[src/rtl/logic_unit_pipe.sv]
// logic_unit_pipe: two-stage valid/ready bitwise logic unit with accumulator and result flags
module logic_unit_pipe #(
   parameter  int WIDTH = 16,
   localparam int CW    = $clog2(WIDTH + 1)
) (
   input  logic             clk,
   input  logic             rst_n,
   input  logic             in_valid,
   output logic             in_ready,
   input  logic [2:0]       op,
   input  logic [WIDTH-1:0] a,
   input  logic [WIDTH-1:0] b,
   input  logic             use_acc,
   input  logic             acc_wr,
   input  logic             acc_clr,
   output logic             out_valid,
   input  logic             out_ready,
   output logic [WIDTH-1:0] result,
   output logic             zero,
   output logic             parity,
   output logic [CW-1:0]    ones
);
   logic             r_s1_valid, r_s2_valid, r_zero, r_parity;
   logic [WIDTH-1:0] r_s1, r_res, r_acc, w_a_eff, w_op;
   logic [CW-1:0]    r_ones, w_ones;
   logic             w_s2_adv, w_accept;
   assign w_s2_adv = !r_s2_valid || out_ready;
   assign in_ready = !r_s1_valid || w_s2_adv;
   assign w_accept = in_valid && in_ready;
   assign w_a_eff  = use_acc ? r_acc : a;
   // operand mux result for the eight bitwise ops
   always_comb begin
      w_op = op == 3'b000 ? (w_a_eff & b)    :
             op == 3'b001 ? (w_a_eff | b)    :
             op == 3'b010 ? (w_a_eff ^ b)    :
             op == 3'b011 ? ~(w_a_eff & b)   :
             op == 3'b100 ? ~(w_a_eff | b)   :
             op == 3'b101 ? ~(w_a_eff ^ b)   :
             op == 3'b110 ? ~w_a_eff         : b;
   end
   // popcount of the stage-1 value, registered into stage 2 with the result
   always_comb begin
      w_ones = '0;
      for (int i = 0; i < WIDTH; i++) w_ones = w_ones + CW'(r_s1[i]);
   end
   // stage 1: capture op result on accept, drain when stage 2 takes it
   always_ff @(posedge clk or negedge rst_n) begin
      if (!rst_n) begin
         r_s1_valid <= 1'b0;
         r_s1       <= '0;
      end else if (w_accept) begin
         r_s1_valid <= 1'b1;
         r_s1       <= w_op;
      end else if (w_s2_adv) begin
         r_s1_valid <= 1'b0;
      end
   end
   // stage 2: result and flags; data only reloads when stage 1 holds a transaction
   always_ff @(posedge clk or negedge rst_n) begin
      if (!rst_n) begin
         r_s2_valid <= 1'b0;
         r_res      <= '0;
         r_zero     <= 1'b0;
         r_parity   <= 1'b0;
         r_ones     <= '0;
      end else if (w_s2_adv) begin
         r_s2_valid <= r_s1_valid;
         if (r_s1_valid) begin
            r_res    <= r_s1;
            r_zero   <= r_s1 == '0;
            r_parity <= ^r_s1;
            r_ones   <= w_ones;
         end
      end
   end
   // accumulator: clear wins over a write of the accepted result
   always_ff @(posedge clk or negedge rst_n) begin
      if (!rst_n) r_acc <= '0;
      else if (acc_clr) r_acc <= '0;
      else if (w_accept && acc_wr) r_acc <= w_op;
   end
   assign out_valid = r_s2_valid;
   assign result    = r_res;
   assign zero      = r_zero;
   assign parity    = r_parity;
   assign ones      = r_ones;
endmodule

[config.mk]
export PLATFORM = sky130hd
export DESIGN_NAME = logic_unit_pipe
export DESIGN_NICKNAME = d
export VERILOG_FILES = /design/src/rtl/logic_unit_pipe.sv
export SDC_FILE = /design/constraint.sdc
export NUM_CORES = 1
export LEC_CHECK = 0
export CELL_PAD_IN_SITES_DETAIL_PLACEMENT = 1
export CELL_PAD_IN_SITES_GLOBAL_PLACEMENT = 2
export CORE_ASPECT_RATIO = 1.4
export CORE_MARGIN = 2
export CORE_UTILIZATION = 42
export DETAILED_ROUTE_END_ITERATION = 8
export DONT_BUFFER_PORTS = 1
export GPL_TIMING_DRIVEN = 1
export PLACE_DENSITY_LB_ADDON = 0.1
export SLEW_MARGIN = 20
export SYNTH_ARGS = -nofsm -noshare
export SYNTH_HDL_FRONTEND = slang
export SYNTH_SLANG_ARGS = --single-unit
[constraint.sdc]
create_clock -name clk -period 6.3 [get_ports clk]
set_input_delay 0.945 -clock clk [delete_from_list [all_inputs] [get_ports clk]]
set_output_delay 0.945 -clock clk [all_outputs]
set_load 0.01 [all_outputs]
==> Word-level counts from Yosys, hierarchy flattened <==
Index checks and enable logic that the tools add are counted.
{ "word_totals": {"latch_bits": 0, "ff_bits": 57, "memories": 0, "out_inout_bits": 25, "ramBits": 0, "romBits": 0} }
{ "op_classes": {"multipliers": 0, "n_lt_le_gt_ge": 0, "n_mux": 12, "bitwise_logic": 7, "eq_ne": 6, "n_reduce_logical": 12, "shift": 0, "addsub": 15, "n_div": 0} }
{ "op_table": {"columns": ["operator", "count"], "rows": [
  ["$mux W16", 10],
  ["$not A16 Y16", 4],
  ["$add A5 B1 Y5", 11],
  ["$and A16 B16 Y16", 1],
  ["$logic_not A16 Y1", 1],
  ["$or A16 B16 Y16", 1],
  ["$reduce_xor A16 Y1", 1],
  ["$xor A16 B16 Y16", 1],
  ["$eq A3 B3 Y1 const B", 3],
  ["$eq A3 B2 Y1 const B", 2],
  ["$add A4 B1 Y5", 1],
  ["$add A3 B1 Y4", 1],
  ["$reduce_bool A2 Y1", 2],
  ["$add A2 B1 Y3", 1],
  ["$eq A3 B1 Y1 const B", 1],
  ["$logic_not A3 Y1", 1],
  ["$add A1 B1 Y2", 1],
  ["$logic_and A1 B1 Y1", 2],
  ["$logic_not A1 Y1", 2],
  ["$logic_or A1 B1 Y1", 2],
  ["$mux W1", 2],
  ["$reduce_and A2 Y1", 1]
]} }

==> Longest topological paths before layout <==
{ "depth": {"depth_word": 15, "ltp_mapped": 13, "ltp_nobuf": 13} }

==> Worst setup path after synthesis <==
No wires, ideal clock.
{ "synth_path": {"kind": "register to register", "startpoint": "reg r_s1[11]", "endpoint": "reg r_ones[4], in the netlist ones[4]", "path_slack_ns": 2.953, "path_buffers": 0, "t_arrival_ns": 3.264, "path_stages_with_launch": 13, "setup_ns": 0.083, "synth_period_minus_slack_ns": 3.347, "t_required_ns": 6.217, "path_cell_list": "dfrtp_1 > inv_1 > fa_1 > fa_1 > fa_1 > fa_1 > inv_1 > ha_1 > inv_1 > fa_1 > nor2b_1 > o21ai_0 > o21ai_0"} }
{ "synth_via": {"elab_chain_cells": 5} }
{ "synth_rtl": {"columns": ["element", "line", "text"], "rows": [
  ["start, declared", "24", "logic [WIDTH-1:0] r_s1, r_res, r_acc, w_a_eff, w_op;"],
  ["start signal, assigned", "53", "r_s1 <= w_op;"],
  ["$add A5 B1 Y5 (5 in series)", "44", "for (int i = 0; i < WIDTH; i++) w_ones = w_ones + CW'(r_s1[i]);"],
  ["end signal, assigned", "72", "r_ones <= w_ones;"],
  ["end, declared", "25", "logic [CW-1:0] r_ones, w_ones;"]
]} }
No other way between the ends.
A chain may end at the register's enable or synchronous reset.

==> Final worst setup path <==
Ends and elaborated chain as after synthesis.

==> impl_metrics.py <==
metrics = {
    "synthesis": {
        "netlist.top_cell.by_area": "dfrtp_1",
        "synth_cells": 584,
        "synth.top_cell.area_share": 0.289,
        "netlist_area_um2": 4930,
        "syn_area_per_cell_um2": 8.45,
        "synth_area_leaders": "dfrtp_1 29%, ha_1 11%, o21ai_0 5.6%",
        "ys_ff_latch": 57,
        "synth.distinct_cells": 63,
        "yosysSeqAreaShare": 0.289,
        "synth_nets": 681,
        "synth_edf_count": 0,
        "synth_warnings": 0,
        "synthArstFlopShare": 1.00,
        "dominantRegCellSynth": "dfrtp_1",
    },
    "power": {
        "clkPwrFrac": 0.281,
        "p_comb_frac": 0.430,
        "p_per_area_nw_per_um2": 337,
        "switching_power_w": 0.000647,
        "intPower_w": 0.00110,
        "p_seq_frac": 0.289,
        "switching_share": 0.371,
        "irDropWorstVdd_mv": 0.133,
        "leakagePower_nw": 2.39,
    },
    "grt": {
        "grt_pass1_vias": 4219,
        "antenna_found_initial": 0,
        "grt_pass1_wl_um": 22500,
        "grt_overflow": 0,
        "grt_use_total": 0.229,
        "grt_max_degree": 103,
    },
    "clock_network": {
        "clock_latency_ns": 0.33,
        "post_cts_buffers": 0,
        "cts_tree": "yes",
        "cts_max_path_buffers": 2,
        "path_clk_slew_ns": 0.05,
        "cts_buffers": 9,
        "cts_resized": 0,
        "cts_sinks": 57,
        "hold_buffers": 0,
        "htree_levels": 3,
        "clockRootBuffer": "clkbuf_16",
    },
    "finish": {
        "layout-drive-gt1-share": 0.0708,
        "finalInstanceArea_um2": 5180,
        "area_delta_synth_final_pct": 5.00,
        "nNetsFinal": 657,
        "fill_cells": 1349,
        "num_antenna_cells": 0,
        "final_cell_mix": "70 x nand2_1, 62 x inv_1, 57 x dfrtp_1",
        "layout_commonest_cell": "nand2_1",
    },
    "worst_setup_path": {
        "worst_setup_path_end_kind": "register",
        "reg2reg_to": "ones[4]",
        "worst_ep_required_time_ns": 6.55,
        "crit_type": "register to register",
        "arrival_ns": 3.85,
        "cp_max_fo": 3,
        "r2r-start": "r_s1[11]",
        "worst-r2r-setup-slack_ns": 2.70,
        "start_kind": "register",
        "r2r_cells": 12,
    },
    "run": {
        "maxCapViolCount": 0,
    },
    "floorplan": {
        "io-pin-count": 67,
        "initial_core_util": 0.433,
        "die_y_um": 132,
        "core-area_um2": 11400,
        "die_x_um": 95.6,
        "rows": 46,
        "floorplan.die_area_um2": 12600,
    },
    "placement": {
        "port_buffers": 0,
        "routabilityCongestion": 0.821,
        "hpwl_um": 10400,
        "placed_cell_area_um2": 4880,
    },
    "routing": {
        "drc": 0,
        "finalWirelength_um": 13900,
        "drt_iter0_markers": 164,
        "first_pass_iters": 4,
        "viasPerCell": 5.67,
        "ant_nets": 0,
        "vias": 4023,
        "wl_per_cell_um": 19.6,
    },
    "sta": {
        "min_period_ns": 3.60,
        "rsz0062_at_grt": "false",
        "min_period_over_period": 0.572,
        "tns_ns": 0,
        "maxSlewViolCount": 0,
        "fin_worst_skew_ns": 0.00465,
        "timing.hold.ws_ns": 0.303,
        "final-hold-violation-count": 0,
        "fmax_mhz": 278,
        "relSlewSlack": 0.296,
        "setup_viol": 0,
        "worstMarginPinSlew_ns": 1.05,
    },
    "outcome": {
        "status": "complete, no violations",
    },
    "hold_path": {
        "min_path_type": "primary input to async pin",
    },
}
power groups by stage:
stage	clock [W]	sequential [W]	combinational, W
final	0.000490	0.000503	0.000749
after global routing	0.000518	0.000516	0.000863
after CTS	0.000496	0.000506	0.000765
after detailed placement	0	0.000511	0.000754
after global placement	0	0.000507	0.000707
after floorplan	0	0.000495	0.000598
state kept, by name, summed over array words and instances, names as in the netlist:
signal	cells
r_s1_valid	1
result	16
ones	5
out_valid	1
r_acc	16
zero	1
r_s1	16
parity	1
stage by stage:
stage | utilization | instances | power (W) | setup WS (ns)
after floorplan | - | 584 | 0.00109 | 2.95
after global placement | 0.428 | 693 | 0.00121 | 2.81
after detailed placement | 0.428 | 693 | 0.00127 | 2.68
after CTS | 0.454 | 709 | 0.00177 | 2.67
after global routing | 0.454 | 709 | 0.00190 | 2.52
final | 0.454 | 709 | 0.00174 | 2.70
logic make-up (layout without fill, tap and decap cells):
kind of cell | Yosys count | after routing | share of synthesized area
AOI/OAI and AO/OA | 178 | 178 | 0.227
xor gates and xnor gates | 9 | 9 | 0.0160
adders and majority gates | 55 | 55 | 0.155
buffers and inverters | 100 | 81 | 0.0972
DFF | 57 | 57 | 0.289
muxes | 24 | 24 | 0.0586
and+or+nand+nor | 161 | 161 | 0.157
worst max-delay path by stage:
stage,endpoint,from,cells after the start,slack [ns]
3_5_place_dp,ones[4],r_s1[11],12,2.68
3_3_place_gp,ones[4],r_s1[13],12,2.81
2_1_floorplan,ones[4],r_s1[11],12,2.95
6_report,ones[4],r_s1[11],12,2.70
5_1_grt,ones[4],r_s1[11],12,2.52
4_1_cts,ones[4],r_s1[11],12,2.67
layer usage:
metal | up-vias | wire length (um) | global-route usage
met1 | 1977 | 6080 | 0.290
li1 | 1976 | - | -
met4 | 0 | 232 | 0.0635
met3 | 12 | 460 | 0.0377
met2 | 58 | 7150 | 0.396
met5 | - | 0 | 0
synth_stat cells (all sizes together) (3+ instances only):
master / number
o21ai: 64
clkbuf: 9
xnor2: 7
o221ai: 8
and2b: 4
nor2b: 12
nor2: 32
inv: 64
o32a: 3
mux2i: 17
o211ai: 3
dfrtp: 57
nand4: 5
or3: 6
nor3: 5
ha: 45
nand2: 70
a22oi: 3
nor3b: 4
o41ai: 3
o22ai: 8
a211oi: 12
nand2b: 13
a21oi: 48
mux2: 7
fa: 10
o31ai: 6
buf: 27
final cells by class:
type / count / area (um2) / area share
well taps: 144 / 180 / 0.0348
clock inverters: 5 / 55.1 / 0.0106
multi-input cells: 427 / 3030 / 0.584
inverters: 64 / 240 / 0.0464
repair buffers: 1 / 7.51 / 0.00145
clock buffers: 11 / 243 / 0.0469
flip-flops and latches: 57 / 1430 / 0.275
worst max-delay path: stages, from the launching register on:
cell and delay, ns:
dfrtp_1 0.34, inv_1 0.08, fa_1 0.57, fa_1 0.47
fa_1 0.54, fa_1 0.41, inv_1 0.06, ha_1 0.17
inv_1 0.06, fa_1 0.46, nor2b_1 0.12, o21ai_0 0.08
o21ai_0 0.15
Note: power is estimated with default switching activity, not from simulation.
